## src/rtl/tmds_pkg.sv

```systemverilog
// tmds_pkg: shared TMDS constants, control tokens and popcount helper.
package tmds_pkg;
  localparam int TMDS_SYM_W = 10;
  localparam int TMDS_CNT_W = 5;
  localparam logic [9:0] TMDS_CTRL_00 = 10'b1101010100;
  localparam logic [9:0] TMDS_CTRL_01 = 10'b0010101011;
  localparam logic [9:0] TMDS_CTRL_10 = 10'b0101010100;
  localparam logic [9:0] TMDS_CTRL_11 = 10'b1010101011;
  function automatic logic [3:0] popcount8(input logic [7:0] v);
    popcount8 = '0;
    for (int i = 0; i < 8; i++) popcount8 += {3'b000, v[i]};
  endfunction
  function automatic logic [9:0] tmds_token(input logic [1:0] c);
    return c == 2'b00 ? TMDS_CTRL_00 : c == 2'b01 ? TMDS_CTRL_01 :
           c == 2'b10 ? TMDS_CTRL_10 : TMDS_CTRL_11;
  endfunction
endpackage

```

## src/rtl/vga_tmds_encoder_if.sv

```systemverilog
// vga_tmds_encoder_if: pixel-side inputs and TMDS symbol outputs of the encoder.
interface vga_tmds_encoder_if;
  logic       clk_pixel_ena;
  logic [7:0] vga_r, vga_g, vga_b;
  logic       vga_hsync, vga_vsync, vga_blank;
  logic [9:0] tmds_r, tmds_g, tmds_b;
  logic       tmds_blank;
  modport master (
    output clk_pixel_ena, vga_r, vga_g, vga_b, vga_hsync, vga_vsync, vga_blank,
    input  tmds_r, tmds_g, tmds_b, tmds_blank
  );
  modport slave (
    input  clk_pixel_ena, vga_r, vga_g, vga_b, vga_hsync, vga_vsync, vga_blank,
    output tmds_r, tmds_g, tmds_b, tmds_blank
  );
endinterface

```

## src/rtl/tmds_channel_encoder.sv

```systemverilog
// tmds_channel_encoder: one TMDS lane, transition minimisation then DC balance.
module tmds_channel_encoder
  import tmds_pkg::*;
#(
  parameter bit C_PIPE_OUT = 1'b1
) (
  input  logic                  clk,
  input  logic                  rst,
  input  logic                  ena,
  input  logic [7:0]            data,
  input  logic [1:0]            c,
  input  logic                  blank,
  output logic [TMDS_SYM_W-1:0] sym,
  output logic                  blank_o
);
  function automatic logic [7:0] chain(input logic [7:0] d, input logic use_xnor);
    chain[0] = d[0];
    for (int i = 1; i < 8; i++) chain[i] = use_xnor ? ~(chain[i-1] ^ d[i]) : chain[i-1] ^ d[i];
  endfunction
  logic [3:0]                   n1d, n1;
  logic                         use_xnor, case_a, case_b, q8;
  logic [7:0]                   qm;
  logic [8:0]                   qm_q;
  logic                         blank_q, blank_o_q;
  logic [1:0]                   c_q;
  logic signed [TMDS_CNT_W-1:0] diff, cnt_d, cnt_q;
  logic [TMDS_SYM_W-1:0]        sym_d, sym_q;
  always_comb begin
    n1d      = popcount8(data);
    use_xnor = n1d > 4'd4 || (n1d == 4'd4 && !data[0]);
  end
  // diff is n1-n0 of q_m[7:0], i.e. 2*n1-8, kept in the 5-bit disparity domain
  always_comb begin
    qm     = qm_q[7:0];
    q8     = qm_q[8];
    n1     = popcount8(qm);
    diff   = $signed({n1, 1'b0}) - 5'sd8;
    case_a = cnt_q == 5'sd0 || diff == 5'sd0;
    case_b = (cnt_q > 5'sd0 && diff > 5'sd0) || (cnt_q < 5'sd0 && diff < 5'sd0);
    sym_d  = blank_q ? tmds_token(c_q) :
             case_a  ? {~q8, q8, q8 ? qm : ~qm} :
             case_b  ? {1'b1, q8, ~qm} : {1'b0, q8, qm};
    cnt_d  = blank_q ? 5'sd0 :
             case_a  ? (q8 ? cnt_q + diff : cnt_q - diff) :
             case_b  ? cnt_q - diff + (q8 ? 5'sd2 : 5'sd0) :
                       cnt_q + diff - (q8 ? 5'sd0 : 5'sd2);
  end
  always_ff @(posedge clk or negedge rst) begin
    if (!rst) begin
      qm_q      <= '0;
      blank_q   <= 1'b1;
      c_q       <= 2'b00;
      cnt_q     <= '0;
      sym_q     <= TMDS_CTRL_00;
      blank_o_q <= 1'b1;
    end else if (ena) begin
      qm_q      <= {!use_xnor, chain(data, use_xnor)};
      blank_q   <= blank;
      c_q       <= c;
      cnt_q     <= cnt_d;
      sym_q     <= sym_d;
      blank_o_q <= blank_q;
    end
  end
  assign sym     = C_PIPE_OUT ? sym_q : sym_d;
  assign blank_o = C_PIPE_OUT ? blank_o_q : blank_q;
endmodule

```

## src/rtl/vga_tmds_encoder.sv

```systemverilog
// vga_tmds_encoder: three-lane DVI TMDS encoder fed by the vga timing generator.
module vga_tmds_encoder
  import tmds_pkg::*;
#(
  parameter bit C_PIPE_OUT = 1'b1
) (
  input logic               clk_pixel,
  input logic               rst,
  vga_tmds_encoder_if.slave bus
);
  // sync levels ride on blue as {c1,c0}; green and red carry token 00 in blanking
  tmds_channel_encoder #(.C_PIPE_OUT(C_PIPE_OUT)) u_b (
    .clk(clk_pixel), .rst(rst), .ena(bus.clk_pixel_ena), .data(bus.vga_b),
    .c({bus.vga_vsync, bus.vga_hsync}), .blank(bus.vga_blank),
    .sym(bus.tmds_b), .blank_o(bus.tmds_blank)
  );
  tmds_channel_encoder #(.C_PIPE_OUT(C_PIPE_OUT)) u_g (
    .clk(clk_pixel), .rst(rst), .ena(bus.clk_pixel_ena), .data(bus.vga_g),
    .c(2'b00), .blank(bus.vga_blank), .sym(bus.tmds_g), .blank_o()
  );
  tmds_channel_encoder #(.C_PIPE_OUT(C_PIPE_OUT)) u_r (
    .clk(clk_pixel), .rst(rst), .ena(bus.clk_pixel_ena), .data(bus.vga_r),
    .c(2'b00), .blank(bus.vga_blank), .sym(bus.tmds_r), .blank_o()
  );
endmodule

```

## src/flat_wrapper.sv

```systemverilog
// flat-port wrapper written by rule: the top's interface ports become plain ports
module vga_tmds_encoder_flat import tmds_pkg::*;
#(
  parameter bit C_PIPE_OUT = 1'b1
)
  (clk_pixel, rst, bus_clk_pixel_ena, bus_vga_r, bus_vga_g, bus_vga_b, bus_vga_hsync, bus_vga_vsync, bus_vga_blank, bus_tmds_r, bus_tmds_g, bus_tmds_b, bus_tmds_blank);
  vga_tmds_encoder_if bus_i ();
  input logic clk_pixel;
  input logic rst;
  input wire logic [$bits(bus_i.clk_pixel_ena)-1:0] bus_clk_pixel_ena;
  input wire logic [$bits(bus_i.vga_r)-1:0] bus_vga_r;
  input wire logic [$bits(bus_i.vga_g)-1:0] bus_vga_g;
  input wire logic [$bits(bus_i.vga_b)-1:0] bus_vga_b;
  input wire logic [$bits(bus_i.vga_hsync)-1:0] bus_vga_hsync;
  input wire logic [$bits(bus_i.vga_vsync)-1:0] bus_vga_vsync;
  input wire logic [$bits(bus_i.vga_blank)-1:0] bus_vga_blank;
  output wire logic [$bits(bus_i.tmds_r)-1:0] bus_tmds_r;
  output wire logic [$bits(bus_i.tmds_g)-1:0] bus_tmds_g;
  output wire logic [$bits(bus_i.tmds_b)-1:0] bus_tmds_b;
  output wire logic [$bits(bus_i.tmds_blank)-1:0] bus_tmds_blank;
  assign bus_i.clk_pixel_ena = bus_clk_pixel_ena;
  assign bus_i.vga_r = bus_vga_r;
  assign bus_i.vga_g = bus_vga_g;
  assign bus_i.vga_b = bus_vga_b;
  assign bus_i.vga_hsync = bus_vga_hsync;
  assign bus_i.vga_vsync = bus_vga_vsync;
  assign bus_i.vga_blank = bus_vga_blank;
  assign bus_tmds_r = bus_i.tmds_r;
  assign bus_tmds_g = bus_i.tmds_g;
  assign bus_tmds_b = bus_i.tmds_b;
  assign bus_tmds_blank = bus_i.tmds_blank;
  vga_tmds_encoder #(.C_PIPE_OUT(C_PIPE_OUT)) u_core (.clk_pixel(clk_pixel), .rst(rst), .bus(bus_i));
endmodule
```

## config.mk

```make
export PLATFORM = sky130hd
export DESIGN_NAME = vga_tmds_encoder_flat
export DESIGN_NICKNAME = d
export VERILOG_FILES = /design/src/rtl/tmds_pkg.sv /design/src/rtl/vga_tmds_encoder_if.sv /design/src/rtl/tmds_channel_encoder.sv /design/src/rtl/vga_tmds_encoder.sv /design/src/flat_wrapper.sv
export SDC_FILE = /design/constraint.sdc
export NUM_CORES = 1
export LEC_CHECK = 0
export ABC_AREA = 1
export CAP_MARGIN = 20
export CORE_MARGIN = 2
export CORE_UTILIZATION = 23
export DETAILED_ROUTE_END_ITERATION = 6
export HOLD_SLACK_MARGIN = 0.15
export PLACE_DENSITY = 0.5
export SYNTH_ARGS = -nofsm -noshare
export SYNTH_HDL_FRONTEND = slang
export SYNTH_SLANG_ARGS = --single-unit
```

## constraint.sdc

```tcl
create_clock -name clk_pixel -period 4.7 [get_ports clk_pixel]
set_input_delay 0.705 -clock clk_pixel [delete_from_list [all_inputs] [get_ports clk_pixel]]
set_output_delay 0.705 -clock clk_pixel [all_outputs]
set_load 0.01 [all_outputs]
```

==> results.txt, run 1 <==
- After detailed placement, the total cell area comes to between 7000 and 8000 µm².
- Startpoint-to-endpoint class of the critical path: register to register
- From left edge to right edge, the die measures around 170 µm.
- Using the TritonRoute via totals, the vias-per-cell ratio works out to between 4 and 5.
* Ranking of synthesized cells by area: sky130_fd_sc_hd__dfrtp_1 (23%), sky130_fd_sc_hd__ha_1 (13%), sky130_fd_sc_hd__nand2_1 (11%), sky130_fd_sc_hd__fa_1 (9.7%), sky130_fd_sc_hd__inv_1 (8.4%)
- Number of top-level pins: 61
- Data on the critical path arrives at its endpoint at 4620 ps.
* Simple-gate share of the synthesized area: 0.220
* Bufs and invs on worst path: 3
* Clock Sink Count: 73
- Of the post-synthesis cell area, the part taken by muxes is 0.
- Clock insertion delay at the later pin of the skew report: around 340 ps
- Number of core rows: 60
- Synthesis handed over a netlist of roughly 800 instances.
* #FFs+latches synth: 73
- CP Data Required Time: slightly below 5000 ps
- Number of pins with negative max-slew slack in the final report: 0
- Counting cells, the worst reg-to-reg path comes to 15.
- The slowest stage of the critical path is the sky130_fd_sc_hd__fa_2 cell.
* Fin. Hold Viols: 0
* Sequential cell area fraction in the yosys report: 0.298
- Clock root buffer: sky130_fd_sc_hd__clkbuf_16
- Number of synthesized flops with an enable pin: 0
* Combinational family with the most area after synthesis: adder cells
- Across the routed clock network, the largest skew measured is 5.20 ps.
* Logic depth of the worst setup path including buffers: 15
- The run finished with clean final reports.
- Net count of the mapped netlist: around 920
- Area added between synthesis and finish: 21.7%
- The Yosys step of the flow raised 0 warnings.
- HPWL after detailed placement: 11,800 µm
- Across all layers, the routed design uses roughly 5,200 vias.
- Cell Area, Synth: between 6000 and 7000 µm²
- MaxCap Viol Count: 0
- Wire length of the first global-routing pass: about 26,000 µm
- Net total in the final layout: between 900 and 1,000
* Leading area contributor after synthesis: sky130_fd_sc_hd__dfrtp_1
- Dividing the final minimum period by the clock period gives 0.944.
- After synthesis, the share of flip-flops with an asynchronous set or reset is 1.00.
- Clock H-tree levels: 3
- Clock-pin slew was measured on the worst setup and hold paths at ~60 ps.
* Via count of the first global-routing pass: between 5,000 and 6,000
- Fraction of final layout cells with drive strength greater than 1: 0.0817
- Synth unique cells: 40
- In the synthesized netlist the dominant register cell turns out to be sky130_fd_sc_hd__dfrtp_1.
* Starting utilization of the core area: 0.232
- Yosys top cell area share: 0.226
* Delay of the slowest cell on the worst path: roughly 580 ps
* Post-detailed-route wirelength per cell: 12.6 µm
- CP delay by family, top: adder cells
* Maximum number of buffers from clock root to sink: 2
- At the end of the flow the core is filled with cells to 0.282.
* Slew @ Worst Pin: 941 ps
* TritonCTS Buffers: 9
- Derived from the worst setup path, the maximum achievable clock frequency is 225 MHz.
- Entering global routing, the biggest net connects 74 pins.
- Setup violations remaining at the end of the flow were counted as 0.
- Before antenna repair, the detailed router went through 4 iterations.
- CTS tree: done
- The signal on the critical path passes through fa_1, inv_1, fa_1, fa_1, inv_1, ha_1, fa_2, inv_2, fa_1, or2_2, nand2_1, xor2_1, a22oi_1, nand3_1, o21ai_0.
* Worst-path maximum fanout: 4
- A synthesized cell averages between 7 and 8 µm².
- Core area: between 20,000 and 30,000 µm²
- Number of buffers inserted by port buffering: 60
* Aggregate routed wire length: between 15,000 and 20,000 µm
- Along the worst hold path, the cell count comes to 2.
- The clock period could shrink to roughly 4400 ps.
* GR Overflow Total: 0
* Worst hold-check path type: register to register
- Launching element type of the critical path: register
- The finished cells cover roughly 7500 µm².
* Category of the worst setup path capture point: register
- Number of DRC markers after the initial detailed-route iteration: 297
* Max-Slew Margin vs Limit: 0.373
* Setup repair after global routing missed its margin: no
* Crit-path most repeated cell: sky130_fd_sc_hd__fa_1
- GRT Util Overall: 0.114
* Parity-gate share of the synthesized area counting xor and xnor cells: 0.0424
* Share of synthesized cell area in full adder, half adder and majority cells: 0.224
- After detailed routing, the number of remaining DRC violations is 0.
- Die area: 28,300 µm²
- The count of nets left with antenna violations once routing finished came out at 0.
- The complex-gate fraction of the synthesized area was 0.116.
* Number of antenna violations at the first check in global routing: 0
* Die height: about 170 µm
- The repair_antennas step left the layout with diodes totalling 0.
- Setup TNS after final layout: 0 ps
- At the end of routability-driven placement, the weighted congestion stood at about 0.80.
[layer usage]
layer,vias to the layer above,wire length (µm),GRT usage
li1,2678,-,-
met1,2443,7780,0.157
met2,78,6770,0.182
met3,14,454,0.0162
met4,0,289,0.0371
met5,-,0,0
[registers in the layout, summed over array words and instances (netlist names), 2 cells and up]
register          cells
u_core.u_g.qm_q       9
u_core.u_r.qm_q       9
u_core.u_g.cnt_q      4
u_core.u_b.sym       10
u_core.u_b.qm_q       9
u_core.u_g.sym       10
u_core.u_r.cnt_q      4
u_core.u_b.cnt_q      4
u_core.u_r.sym       10
u_core.u_b.c_q        2
[final timing paths]
path / start / to / slack (ps)
worst min-delay path: u_core.u_b.blank_o / u_core.u_b.blank_o / 470
worst min register to register: u_core.u_b.blank_o / u_core.u_b.blank_o / 470
worst max register to register: u_core.u_g.qm_q[0] / u_core.u_g.cnt_q[3] / 260
max in group asynchronous: rst / u_core.u_r.cnt_q[1] / 3570
worst max-delay path: u_core.u_g.qm_q[0] / u_core.u_g.cnt_q[3] / 260
min in group asynchronous: rst / u_core.u_g.sym[3] / 490
[through the flow]
stage	hold slack [ps]	worst slack (ps)	instances
after global routing	494	10.1	1210
after CTS	480	199	1210
after global placement	458	176	1194
after detailed placement	468	158	1194
final	473	264	1210
after floorplan	409	489	799
[layout by cell type (no fill, tap or decap), types with 3 or more instances in the layout]
cell type	instances
sky130_fd_sc_hd__ha_1	63
sky130_fd_sc_hd__nor2_1	55
sky130_fd_sc_hd__o21ai_0	64
sky130_fd_sc_hd__o21ai_4	4
sky130_fd_sc_hd__o211ai_1	6
sky130_fd_sc_hd__nand2_2	5
sky130_fd_sc_hd__dfrtp_1	56
sky130_fd_sc_hd__buf_4	9
sky130_fd_sc_hd__inv_1	138
sky130_fd_sc_hd__a21oi_1	19
sky130_fd_sc_hd__xnor2_1	11
sky130_fd_sc_hd__nand4_1	6
sky130_fd_sc_hd__o31ai_1	5
sky130_fd_sc_hd__or2_2	4
sky130_fd_sc_hd__nand3b_1	4
sky130_fd_sc_hd__fa_1	29
sky130_fd_sc_hd__xor2_1	18
sky130_fd_sc_hd__o21ai_2	3
sky130_fd_sc_hd__nand2_1	183
sky130_fd_sc_hd__nand3_1	61
sky130_fd_sc_hd__clkbuf_16	9
sky130_fd_sc_hd__inv_2	6
sky130_fd_sc_hd__clkdlybuf4s50_1	58
sky130_fd_sc_hd__dfstp_2	17
sky130_fd_sc_hd__o22ai_1	11
[worst register-to-register path, stage by stage (launching register included)]
cell and delay (ps):
sky130_fd_sc_hd__dfrtp_1 410, sky130_fd_sc_hd__fa_1 540, sky130_fd_sc_hd__inv_1 50, sky130_fd_sc_hd__fa_1 500, sky130_fd_sc_hd__fa_1 550, sky130_fd_sc_hd__inv_1 40
sky130_fd_sc_hd__ha_1 210, sky130_fd_sc_hd__fa_2 580, sky130_fd_sc_hd__inv_2 80, sky130_fd_sc_hd__fa_1 440, sky130_fd_sc_hd__or2_2 300, sky130_fd_sc_hd__nand2_1 110
sky130_fd_sc_hd__xor2_1 160, sky130_fd_sc_hd__a22oi_1 90, sky130_fd_sc_hd__nand3_1 100, sky130_fd_sc_hd__o21ai_0 110
[synthesized netlist by cell type, types with 2 or more instances]
master,instances
sky130_fd_sc_hd__nand2_1,183
sky130_fd_sc_hd__inv_1,139
sky130_fd_sc_hd__o21ai_0,64
sky130_fd_sc_hd__ha_1,63
sky130_fd_sc_hd__nand3_1,61
sky130_fd_sc_hd__dfrtp_1,56
sky130_fd_sc_hd__nor2_1,55
sky130_fd_sc_hd__fa_1,30
sky130_fd_sc_hd__a21oi_1,19
sky130_fd_sc_hd__xor2_1,18
sky130_fd_sc_hd__dfstp_2,17
sky130_fd_sc_hd__xnor2_1,12
sky130_fd_sc_hd__o22ai_1,11
sky130_fd_sc_hd__clkbuf_1,9
sky130_fd_sc_hd__nand4_1,6
sky130_fd_sc_hd__o211ai_1,6
sky130_fd_sc_hd__inv_2,5
sky130_fd_sc_hd__nand2_2,5
sky130_fd_sc_hd__o31ai_1,5
sky130_fd_sc_hd__nand3b_1,4
sky130_fd_sc_hd__o21ai_4,4
sky130_fd_sc_hd__or2_2,4
sky130_fd_sc_hd__buf_1,3
sky130_fd_sc_hd__o21ai_2,3
sky130_fd_sc_hd__a31oi_1,2
[layout make-up]
cell class | instances | area [µm²]
inverter | 145 | 549
fill | 2886 | 19200
clock buffer | 10 | 229
multi-input combinational | 567 | 3750
clock inverter | 6 | 91.3
sequential | 73 | 1850
timing repair buffer | 68 | 653
tap | 341 | 427
[cell families (layout without fill, tap and decap cells)]
family                     Yosys count  after routing
adders and majority gates           93             93
buffers and inverters              159            229
and+or+nand+nor                    324            324
AOI/OAI and AO/OA                  120            120
DFF                                 73             73
xor gates and xnor gates            30             30
[timing repair]
action                                  CTS  global route
hold buffers                              0             0
setup buffers                             0             0
resized for setup                         0             3
endpoints found under the setup margin    0             9
Power of run 1 is left out: the tool's default activity adds up to more than one toggle a clock period on the data nets, which glitch-free logic cannot reach.
==> inputs of run 2 (changes only) <==
--- a/config.mk
+++ b/config.mk
@@ -7,6 +7,7 @@
 export LEC_CHECK = 0
 export ABC_AREA = 1
 export CAP_MARGIN = 20
+export CORE_ASPECT_RATIO = 0.5
 export CORE_MARGIN = 2
 export CORE_UTILIZATION = 23
 export DETAILED_ROUTE_END_ITERATION = 6
==> results.txt, run 2 (synthesis gave the netlist of run 1 again) <==
* Outcome: finished clean
* Setup slack on the worst flop-to-flop path: around 260 ps
- The largest single stage delay on the critical path is around 540 ps.
* Number of antenna violations at the first check in global routing: 0
* GR Overflow Total: 0
* Number of pins with negative max-slew slack in the final report: 0
- Detailed-route vias per instance: roughly 4.3
- STA puts the critical path data required time at around 4900 ps.
- Final Setup Violations: 0
- HPWL after detailed placement: 12,200 µm
- Of all nets on the critical path, the largest fanout is 3.
* Clock insertion delay at the later pin of the skew report: roughly 340 ps
- During placement, the flow inserted port buffers numbering 60.
* Share of the core filled with cells in the final layout: 0.287
- Across every metal layer, demand over resource in global routing totals 0.115.
- Most common cell after layout, fill and taps aside: sky130_fd_sc_hd__nand2_1
* Setup TNS after final layout: 0 ps
* Starting utilization of the core area: 0.234
- For the worst setup path, the data arrival time is roughly 4700 ps.
- After detailed routing, the met3 layer carries slightly below 400 µm of wire.
- TritonCTS Buffers: 9
- CP delay by family, top: adder cells
* 1st-pass router iterations: 5
- List of cells traversed by the critical path: fa_1, inv_1, fa_1, fa_1, inv_1, ha_1, fa_1, xnor2_2, inv_1, ha_1, ha_1, inv_1, xor2_1, nor2_1, o21ai_0, nand2_1, nand2_1, nand2_1
- Measured along the y axis, the die boundary spans roughly 120 µm.
- Number of buffers added to fix hold violations after cts: 0
- The library cells used most frequently in the layout, excluding fill and tap cells, are sky130_fd_sc_hd__nand2_1 (183), sky130_fd_sc_hd__inv_1 (139), sky130_fd_sc_hd__o21ai_0 (64).
- Instance area at placement: slightly above 7000 µm²
* Via count of the first global-routing pass: between 5,000 and 6,000
* Highest metal layer used by the detailed router: met4
- Peak Freq: 225 MHz
* Launching element type of the critical path: register
- Final weighted congestion in routability-driven placement: around 0.85
* Post-route clock skew: 7.68 ps
* Routed vias: approximately 5,300
- Largest net degree at the start of global routing: 56
* Number of top-level pins: 61
- The H-tree was split into 3 levels.
* Area added between synthesis and finish: 22.4%
* Clock root buffer: sky130_fd_sc_hd__clkbuf_16
* Met1 WL: around 8000 µm
- Fraction of final layout cells with drive strength greater than 1: 0.0860
- Number of nets still failing antenna checks after routing: 0
- Summed over all layers, the routed wires come to ~16,000 µm.
- Number of cells on the worst reg-to-reg path: 18
- The number of buffers and inverters on the critical path is 4.
- Net total in the final layout: 990
- After layout, the minimum clock period comes to 4440 ps.
* Setup repair after global routing missed its margin: no
- Number of core rows: 42
- MaxCap Viol Count: 0
* Max-Slew Margin vs Limit: 0.607
- Final period utilization: 0.944
- The final hold violation count was 0.
* Category of the worst setup path capture point: register
- After routing the design area is 7590 µm².
- Number of fill cells: 2,856
- Dividing the detail-routed wire length by the instance count gives roughly 13 µm.
- Number of DRC markers after the initial detailed-route iteration: 350
- Worst hold-check path type: input port to asynchronous set/reset pin
* Met2 wire len: about 7000 µm
- Startpoint-to-endpoint class of the critical path: register to register
- Slew @ Worst Pin: between 500 and 600 ps
* Clock Pin Slew Worst Setup and Hold Paths: about 60 ps
* Maximum number of buffers from clock root to sink: 2
- The die covers 28,400 µm².
* Wire length of the first global-routing pass: between 20,000 and 30,000 µm
- DR DRC count: 0
- Number of antenna diodes: 0
- Logic depth of the worst setup path including buffers: 18
* Core area: around 26,000 µm²
- CTS tree: done
- The die is about 240 µm wide.
- The slowest stage of the critical path is the sky130_fd_sc_hd__fa_1 cell.
* Clock Sink Count: 73
-- run 2: worst paths after layout --
path | startpoint | end
setup / recovery | u_core.u_r.qm_q[0] | u_core.u_r.cnt_q[4]
hold / removal | rst | u_core.u_g.sym[3]
setup reg to reg | u_core.u_r.qm_q[0] | u_core.u_r.cnt_q[4]
hold reg to reg | u_core.u_g.sym[1] | u_core.u_g.sym[1]
max in group asynchronous | rst | u_core.u_r.sym[2]
min in group clk_pixel | u_core.u_g.sym[1] | u_core.u_g.sym[1]
-- run 2: cell type report --
cell class	count	area, µm²	area share
clock inverter	5	41.3	0.00544
timing repair buffer	71	698	0.0920
tap	352	440	0.0580
inverter	145	549	0.0724
sequential	73	1850	0.243
clock buffer	11	243	0.0320
multi-input combinational	567	3770	0.497
-- run 2: what timing repair did --
action,in CTS,in global routing
buffers inserted,0,1
hold endpoints to repair,0,0
resized for setup,0,4
endpoints found under the setup margin,0,10
-- run 2: per-stage QoR --
step                setup WS [ps]  hold slack [ps]  std cells
detailed placement           68.4              473       1206
CTS                           219              489       1222
global placement              144              472       1206
finish                        265              315       1224
global route                 18.2              345       1224
floorplan                     489              409        799
-- run 2: metal layers --
layer / track usage / up-vias
li1: - / 2681
met1: 0.156 / 2496
met2: 0.191 / 65
met3: 0.0186 / 18
met4: 0.0305 / 0
met5: 0 / -
Power of run 2 is left out for the same reason.
